File: src/rtl/fpmul_pkg.sv
// FP32 field layout, result-classification flag indices and the classifier
// shared by the multiplier result collector.
package fpmul_pkg;

    localparam int unsigned FP_W    = 32;
    localparam int unsigned EXP_W   = 8;
    localparam int unsigned MAN_W   = 23;
    localparam logic [EXP_W-1:0] EXP_MAX = '1;

    localparam int unsigned FLG_W      = 4;
    localparam int unsigned FLG_NAN    = 3;
    localparam int unsigned FLG_INF    = 2;
    localparam int unsigned FLG_ZERO   = 1;
    localparam int unsigned FLG_DENORM = 0;

    typedef logic [FLG_W-1:0] fp_flags_t;

    // One-hot class of an FP32 value; normal finite numbers map to all-zero.
    function automatic fp_flags_t fp_classify(input logic [FP_W-1:0] z);
        logic [EXP_W-1:0] w_exp;
        logic [MAN_W-1:0] w_man;
        fp_flags_t        w_flags;
        w_exp   = z[MAN_W +: EXP_W];
        w_man   = z[MAN_W-1:0];
        w_flags = '0;
        if (w_exp == EXP_MAX) begin
            if (w_man != '0) w_flags[FLG_NAN] = 1'b1;
            else             w_flags[FLG_INF] = 1'b1;
        end else if (w_exp == '0) begin
            if (w_man == '0) w_flags[FLG_ZERO]   = 1'b1;
            else             w_flags[FLG_DENORM] = 1'b1;
        end
        return w_flags;
    endfunction

endpackage

File: src/rtl/fpmul_sync_fifo.sv
// Synchronous first-word-fall-through FIFO with flush; storage is cleared on
// reset so the head reads zero until the first write.
module fpmul_sync_fifo #(
    parameter int unsigned WIDTH = 32,
    parameter int unsigned DEPTH = 8
) (
    input  logic                       clk,
    input  logic                       rst,
    input  logic                       i_push,
    input  logic                       i_pop,
    input  logic                       i_flush,
    input  logic [WIDTH-1:0]           i_data,
    output logic [WIDTH-1:0]           o_data,
    output logic                       o_full,
    output logic                       o_empty,
    output logic [$clog2(DEPTH):0]     o_count
);

    localparam int unsigned AW = $clog2(DEPTH);
    localparam int unsigned CW = AW + 1;

    logic [WIDTH-1:0] r_mem [DEPTH];
    logic [AW-1:0]    r_wr;
    logic [AW-1:0]    r_rd;
    logic [CW-1:0]    r_count;

    logic w_push;
    logic w_pop;

    assign o_full  = (r_count == CW'(DEPTH));
    assign o_empty = (r_count == '0);
    assign o_count = r_count;
    assign o_data  = r_mem[r_rd];

    // A push into a full FIFO is legal when the head leaves on the same edge.
    assign w_pop  = i_pop & ~o_empty & ~i_flush;
    assign w_push = i_push & (~o_full | w_pop) & ~i_flush;

    always_ff @(posedge clk) begin
        if (rst) begin
            r_wr    <= '0;
            r_rd    <= '0;
            r_count <= '0;
            for (int unsigned i = 0; i < DEPTH; i++) begin
                r_mem[i] <= '0;
            end
        end else if (i_flush) begin
            r_wr    <= '0;
            r_rd    <= '0;
            r_count <= '0;
        end else begin
            if (w_push) begin
                r_mem[r_wr] <= i_data;
                r_wr        <= r_wr + AW'(1);
            end
            if (w_pop) begin
                r_rd <= r_rd + AW'(1);
            end
            case ({w_push, w_pop})
                2'b10:   r_count <= r_count + CW'(1);
                2'b01:   r_count <= r_count - CW'(1);
                default: r_count <= r_count;
            endcase
        end
    end

endmodule

File: src/rtl/fpmul_result_collector.sv
// Re-times operand valid by MUL_LAT, captures multiplier products into a FWFT
// FIFO and counts products lost to back-pressure. FPMUL_COLLECT_FLAGS_EN adds flags.
module fpmul_result_collector
    import fpmul_pkg::*;
#(
    parameter int unsigned DATA_W     = 32,
    parameter int unsigned MUL_LAT    = 4,
    parameter int unsigned FIFO_DEPTH = 8,
    parameter int unsigned CNT_W      = 16
) (
    input  logic                          clk,
    input  logic                          rst,
    input  logic                          in_valid,
    input  logic                          flush,
    input  logic [DATA_W-1:0]             mul_z,
    output logic                          out_valid,
    input  logic                          out_ready,
    output logic [DATA_W-1:0]             out_data,
`ifdef FPMUL_COLLECT_FLAGS_EN
    output logic [3:0]                    out_flags,
`endif
    output logic [$clog2(FIFO_DEPTH):0]   fifo_count,
    output logic [CNT_W-1:0]              drop_cnt,
    output logic                          overflow
);

`ifdef FPMUL_COLLECT_FLAGS_EN
    localparam int unsigned ENT_W = DATA_W + FLG_W;
`else
    localparam int unsigned ENT_W = DATA_W;
`endif

    logic [MUL_LAT-1:0] r_vpipe;
    logic [CNT_W-1:0]   r_drop_cnt;
    logic               r_overflow;

    logic               w_cap;
    logic               w_pop;
    logic               w_full;
    logic               w_empty;
    logic               w_drop;
    logic [ENT_W-1:0]   w_wr_entry;
    logic [ENT_W-1:0]   w_rd_entry;

    always_ff @(posedge clk) begin
        if (rst || flush) begin
            r_vpipe <= '0;
        end else begin
            r_vpipe[0] <= in_valid;
            for (int unsigned i = 1; i < MUL_LAT; i++) begin
                r_vpipe[i] <= r_vpipe[i-1];
            end
        end
    end

    // cap marks the cycle in which mul_z holds a tracked product.
    assign w_cap  = r_vpipe[MUL_LAT-1];
    assign w_pop  = out_valid & out_ready;
    assign w_drop = w_cap & w_full & ~w_pop & ~flush;

`ifdef FPMUL_COLLECT_FLAGS_EN
    assign w_wr_entry = {fp_classify(mul_z), mul_z};
    assign out_flags  = w_rd_entry[DATA_W +: FLG_W];
`else
    assign w_wr_entry = mul_z;
`endif
    assign out_data  = w_rd_entry[DATA_W-1:0];
    assign out_valid = ~w_empty;

    fpmul_sync_fifo #(
        .WIDTH (ENT_W),
        .DEPTH (FIFO_DEPTH)
    ) u_fifo (
        .clk     (clk),
        .rst     (rst),
        .i_push  (w_cap),
        .i_pop   (w_pop),
        .i_flush (flush),
        .i_data  (w_wr_entry),
        .o_data  (w_rd_entry),
        .o_full  (w_full),
        .o_empty (w_empty),
        .o_count (fifo_count)
    );

    // Drop accounting survives flush; only reset clears it.
    always_ff @(posedge clk) begin
        if (rst) begin
            r_drop_cnt <= '0;
            r_overflow <= 1'b0;
        end else if (w_drop) begin
            if (r_drop_cnt != '1) begin
                r_drop_cnt <= r_drop_cnt + CNT_W'(1);
            end
            r_overflow <= 1'b1;
        end
    end

    assign drop_cnt = r_drop_cnt;
    assign overflow = r_overflow;

endmodule
File: config.mk
export PLATFORM = sky130hd
export DESIGN_NAME = fpmul_result_collector
export DESIGN_NICKNAME = d
export VERILOG_FILES = /design/src/rtl/fpmul_pkg.sv /design/src/rtl/fpmul_sync_fifo.sv /design/src/rtl/fpmul_result_collector.sv
export SDC_FILE = /design/constraint.sdc
export NUM_CORES = 1
export LEC_CHECK = 0
export CORE_UTILIZATION = 52
export CTS_BUF_LIST = sky130_fd_sc_hd__clkbuf_8 sky130_fd_sc_hd__clkbuf_16
export DETAILED_ROUTE_END_ITERATION = 12
export GPL_TIMING_DRIVEN = 0
export PLACE_DENSITY = 0.72
export SYNTH_ARGS = -nofsm -noshare
export SYNTH_HDL_FRONTEND = slang
export SYNTH_HIERARCHICAL = 1
export SYNTH_SLANG_ARGS = --single-unit
File: constraint.sdc
create_clock -name clk -period 3.03 [get_ports clk]
set_clock_uncertainty 0.1 [all_clocks]
set_input_delay 0.909 -clock clk [delete_from_list [all_inputs] [get_ports clk]]
set_output_delay 0.909 -clock clk [all_outputs]
set_load 0.01 [all_outputs]
==> out/results.ini, run 1 <==
[logic_synthesis]
syn_avg_cell_area_um2=13.8
async_flop_share_pct=0
syn-cell-area_um2=13000
synth_edf_count=256
synth.distinct_cells=58
ys_ff_latch=290
ys.flop_type=edfxtp_1
yosys-top-cells-area=edfxtp_1 (59%), mux4_2 (11%), nor2_1 (6.2%)
synth_cells=939
yosys.area.top_type_share_pct=59.3
yosysSeqAreaShare_pct=64.5
postSynthNetCount=983
ys_warn_count=6
yosys.area.top_type=edfxtp_1

[cells_and_area]
final_common_cell=edfxtp_1
layout.nets=1143
final_util_pct=66.2
drive_above_1_share_pct=25.2
syn2layout_area_growth_pct=24.5
layout_common_cells=edfxtp_1 (256), nor2_1 (213), nand2_1 (78)

[critical_path]
rr_worst_depth=14
path_class=flop to primary output
timing.rr.start=u_fifo/o_count[1]$_SDFFE_PP0P_
cp-start-kind=flop
critPathMaxFanout=6
r2r-end=u_fifo/o_count[2]$_SDFFE_PP0P_
rrSetupSlack_ns=0.22
worstPathArrival_ns=2.30
end_kind=primary output
crit_required_ns=2.02

[clock_network]
clk_latency_ns=0.55
cts_tree=yes
cts_buffer_depth=3
root_buffer=clkbuf_16
cts_made_buffers=30
cts_hold_buf=0
clk_pin_slew_worst_paths_ns=0.06
cts.sinks=290
htree_levels=1

[drt]
final_antenna_net_count=0
drc=0
wl_um=31300
drt_iter0_markers=746
vias_per_cell=5.80
routedWlPerCell_um=21.6
dr.pass1.iters=5
vias=8377

[outcome]
violations=setup timing
outcome=finished, violations left

[floorplan]
dieHeight_um=160
core_um2=24400
start_util_pct=53.2
io_pins=91
dieArea_um2=25600
fp.dieW_um=160
rows=57

[global_routing]
grt_pass1_wl_um=47400
grt_pass1_vias=8525
grt_max_degree=33
antenna_found_initial=0
grtUsageTotal_pct=24.7
grt_overflow=0

[sta]
slew_headroom_pct=33.1
setup_slack_ns=-0.276
rsz0062_at_grt=true
min_period_ns=3.31
worst_pin_slew_ns=0.991
max_freq_ghz=0.302
drv_slew=0
hold_violations=0
setup_tns_ns=-6.44
fin_crit_sh_pct=109
setup_viol=32

[min_path]
hold_depth=1
hp-start=r_vpipe[1]$_SDFF_PP0_
hold_path_end=r_vpipe[2]$_SDFF_PP0_
holdCritPathClass=flop to flop

[power]
leakagePower_nw=5.52
power_density_nw_per_um2=519
ir_drop_uv=432

[placed_design]
gp_congestion=0.769
place_ws_ns=-0.728
io_buffers=90
dp_hpwl_um=18400

[flow_run]
maxCapViolCount=0

critical path: stages (launching register included):
cell and delay, ns:
dfxtp_4 0.37, buf_12 0.14, buf_12 0.14, buf_12 0.10, buf_6 0.08, mux4_2 0.50
mux2_4 0.29, buf_6 0.12
routing by layer:
metal,part of all wire [%],track usage (%),vias to the layer above
li1,-,-,3773
met3,7.2,4.10,77
met1,39,31.6,4166
met2,50,42.4,361
met4,3.4,9.48,0
met5,0,0,-
state kept, by name, indices dropped and copies added, names as in the netlist, named ones only:
register / count
u_fifo/r_rd: 3
u_fifo/r_mem: 256
drop_cnt: 16
u_fifo/r_wr: 3
r_vpipe: 4
overflow: 1
u_fifo/o_count: 4
worst max path at each step:
stage | to | slack (ns) | cells past startpoint
floorplan | u_fifo/r_mem[2][0]$_SDFFCE_PN0P_ | 0.16 | 6
global route | out_data[5] | -0.33 | 7
detailed placement | out_data[0] | -0.73 | 5
global placement | u_fifo/r_mem[0][19]$_SDFFCE_PN0P_ | -1.03 | 7
CTS | out_data[5] | -0.29 | 7
finish | out_data[5] | -0.28 | 7
Yosys cell counts (4+ instances only):
cell / number
o21ai_0: 4
nand3_1: 7
buf_6: 4
buf_2: 27
inv_1: 12
nor2_1: 213
nand2b_1: 5
or4_1: 8
o31ai_1: 9
nand4_1: 4
mux4_2: 64
a21o_1: 4
clkbuf_1: 26
a21oi_1: 16
mux2_2: 32
and2_1: 70
ha_1: 6
dfxtp_1: 34
or3_1: 4
nor3_1: 5
edfxtp_1: 256
nor4_1: 6
a31o_2: 4
nand2_1: 78
power breakdown:
part	internal [mW]	switching [mW]
Sequential	4.47	0.0355
Clock	2.09	1.47
Combinational	0.136	0.180
Total	6.70	1.68
cell families after synthesis:
family	synth area share [%]
DFF	64.5
muxes	14.2
xor gates and xnor gates	0.338
AOI/OAI and AO/OA	2.29
and+or+nand+nor	15.4
buffers and inverters	2.57
adders and majority gates	0.733
metrics by stage:
stage / cells / hold WS, ns / total power [mW] / area (µm²)
after floorplan: 939 / 0.306 / 4.71 / 13000
after global placement: 1353 / 0.313 / 4.88 / 14300
after detailed placement: 1356 / 0.322 / 4.89 / 14400
after CTS: 1436 / 0.340 / 8.41 / 16000
after global routing: 1444 / 0.361 / 8.59 / 16200
final: 1445 / 0.334 / 8.38 / 16200
final cells by class:
| cell class | instances | area, µm² |
|---|---|---|
| Sequential cell | 290 | 8380 |
| Tap cell | 324 | 405 |
| Timing Repair Buffer | 129 | 1470 |
| Inverter | 12 | 45.0 |
| Clock inverter | 22 | 184 |
| Buffer | 57 | 434 |
| Fill cell | 1730 | 8240 |
| Multi-Input combinational cell | 579 | 4460 |
| Clock buffer | 31 | 776 |
| Antenna cell | 1 | 2.50 |
repair_timing:
item / in CTS / in global routing
pin swaps: 0 / 1
gates resized for setup: 247 / 22
endpoints found under the setup margin: 96 / 188
buffers inserted: 27 / 8
gates cloned: 2 / 1
(Power assumes the default switching activity.)
==> run 2, diff against run 1 <==
SLEW_MARGIN = 20   (was unset)
==> out/results.ini, run 2 (synthesized netlist as in run 1, its figures left out) <==
[outcome]
outcome=finished, violations left
violations=setup timing

[floorplan]
io_pins=91  ; unchanged
fp.dieW_um=160  ; unchanged
start_util_pct=53.2  ; unchanged
dieHeight_um=160  ; unchanged
dieArea_um2=25600  ; unchanged
rows=57  ; unchanged
core_um2=24400  ; unchanged

[placed_design]
io_buffers=90  ; unchanged
gp_congestion=0.769  ; unchanged
dp_hpwl_um=18500  ; +0.65%

[min_path]
hp-start=r_vpipe[2]$_SDFF_PP0_
hold_path_end=r_vpipe[3]$_SDFF_PP0_
hold_depth=1  ; unchanged
holdCritPathClass=flop to flop

[sta]
fin_crit_sh_pct=110  ; +0.60 points
setup_slack_ns=-0.294  ; -0.0182 ns
min_period_ns=3.32  ; +0.0181 ns
worst_pin_slew_ns=0.808  ; -0.182 ns
drv_slew=0  ; unchanged
hold_violations=0  ; unchanged
max_freq_ghz=0.301  ; -0.55%
rsz0062_at_grt=true
setup_viol=32  ; unchanged
slew_headroom_pct=46.1  ; +13 points
hold_ws_ns=0.333  ; -0.00112 ns

[critical_path]
path_class=flop to primary output
path_cells=buf_12, buf_8, buf_12, buf_12, mux4_2, mux2_2, buf_6
cp_top_family=multiplexers
slowest_stage=mux4_2
end_kind=primary output
rr_worst_depth=14  ; unchanged
worstPathArrival_ns=2.32  ; +0.02 ns
r2r-end=u_fifo/o_count[2]$_SDFFE_PP0P_
crit_required_ns=2.02  ; about the same
crit_top_cell=buf_12
timing.rr.start=u_fifo/o_count[1]$_SDFFE_PP0P_
cp-start-kind=flop
rrSetupSlack_ns=0.21  ; about the same
critPathMaxFanout=5  ; -1
critical_path.max_stage_delay_ns=0.52  ; +0.02 ns
path_buf_inv=5  ; unchanged

[clock_network]
htree_levels=1  ; unchanged
cts_buffer_depth=3  ; unchanged
clk_latency_ns=0.54  ; about the same
cts_tree=yes
cts.sinks=290  ; unchanged
cts_made_buffers=30  ; unchanged
clk_pin_slew_worst_paths_ns=0.06  ; about the same
root_buffer=clkbuf_16

[cells_and_area]
layout_common_cells=edfxtp_1 (256), nor2_1 (213), nand2_1 (78)
layout.nets=1125  ; -1.6%
largest_register_ff_count=256  ; unchanged
drive_above_1_share_pct=23.7  ; -1.5 points
final_common_cell=edfxtp_1
antenna_cells=0  ; -1
syn2layout_area_growth_pct=23.1
largest_register=u_fifo/r_mem

[drt]
drt_iter0_markers=703  ; -5.8%
vias_per_cell=5.85  ; +0.87%
dr.pass1.iters=5  ; unchanged
drc=0  ; unchanged
vias=8345  ; -0.38%
routedWlPerCell_um=21.8  ; +0.85%
final_antenna_net_count=0  ; unchanged
wl_um=31200  ; -0.40%

[power]
ir_drop_uv=348  ; -19%
power_density_nw_per_um2=520  ; +0.24%
leakagePower_nw=5.43  ; -1.6%
p_total_mw=8.30  ; -0.91%

[global_routing]
grt_max_degree=33  ; unchanged
grt_pass1_vias=8487  ; -0.45%
grtUsageTotal_pct=24.8  ; +0.10 points
grt_pass1_wl_um=47600  ; +0.36%
antenna_found_initial=0  ; unchanged
grt_overflow=0  ; unchanged

[flow_run]
maxCapViolCount=0  ; unchanged

## run 2: where the power goes
part	switching (mW)	internal (mW)	leakage [nW]	total (mW)
Clock	1.45	2.03	0.493	3.48
Sequential	0.0357	4.47	2.85	4.50
Combinational	0.180	0.138	2.09	0.318
## run 2: stage by stage
stage	instance area, µm²	TNS, ns	utilization [%]	instances	setup WS [ns]
6_report	16000	-7.38	65.5	1427	-0.294
5_1_grt	16000	-9.02	65.5	1427	-0.344
4_1_cts	15800	-7.36	64.9	1423	-0.297
3_5_place_dp	14400	-171.12	58.9	1357	-0.719
3_3_place_gp	14300	-257.18	58.5	1353	-1.03
2_1_floorplan	13000	0	-	939	0.158
## run 2: layout make-up
cell class / instances / area [µm²]
Tap cell: 324 / 405
Sequential cell: 290 / 8370
Clock buffer: 30 / 751
Fill cell: 1776 / 8420
Buffer: 56 / 419
Clock inverter: 24 / 186
Inverter: 12 / 45.0
Timing Repair Buffer: 113 / 1340
Multi-Input combinational cell: 578 / 4450
## run 2: worst max-delay path by stage
stage	from	end	slack (ns)	cells after the start
final	flop	out_data[21]	-0.29	7
after global routing	flop	out_data[21]	-0.34	7
after CTS	flop	out_data[6]	-0.30	7
after global placement	out_ready	u_fifo/r_mem[0][19]$_SDFFCE_PN0P_	-1.03	7
after floorplan	out_ready	u_fifo/r_mem[2][0]$_SDFFCE_PN0P_	0.16	6
after detailed placement	flop	out_data[9]	-0.72	5
## run 2: metal layers
metal  GRT usage [%]  vias up  wire length (µm)  part of all wire, %
met5               0        -                 0                    0
met4            9.22        0              1150                  3.7
met3            3.97       90              2070                  6.6
met2            42.5      350             15600                   50
met1            32.0     4172             12300                   40
li1                -     3733                 -                    -
## run 2: what timing repair did
action | in CTS | in global routing
setup endpoints to repair | 96 | 103
gates resized for setup | 240 | 23
cloned | 5 | 0
setup buffers | 9 | 7
pin swaps | 0 | 1
hold buffers | 0 | 0
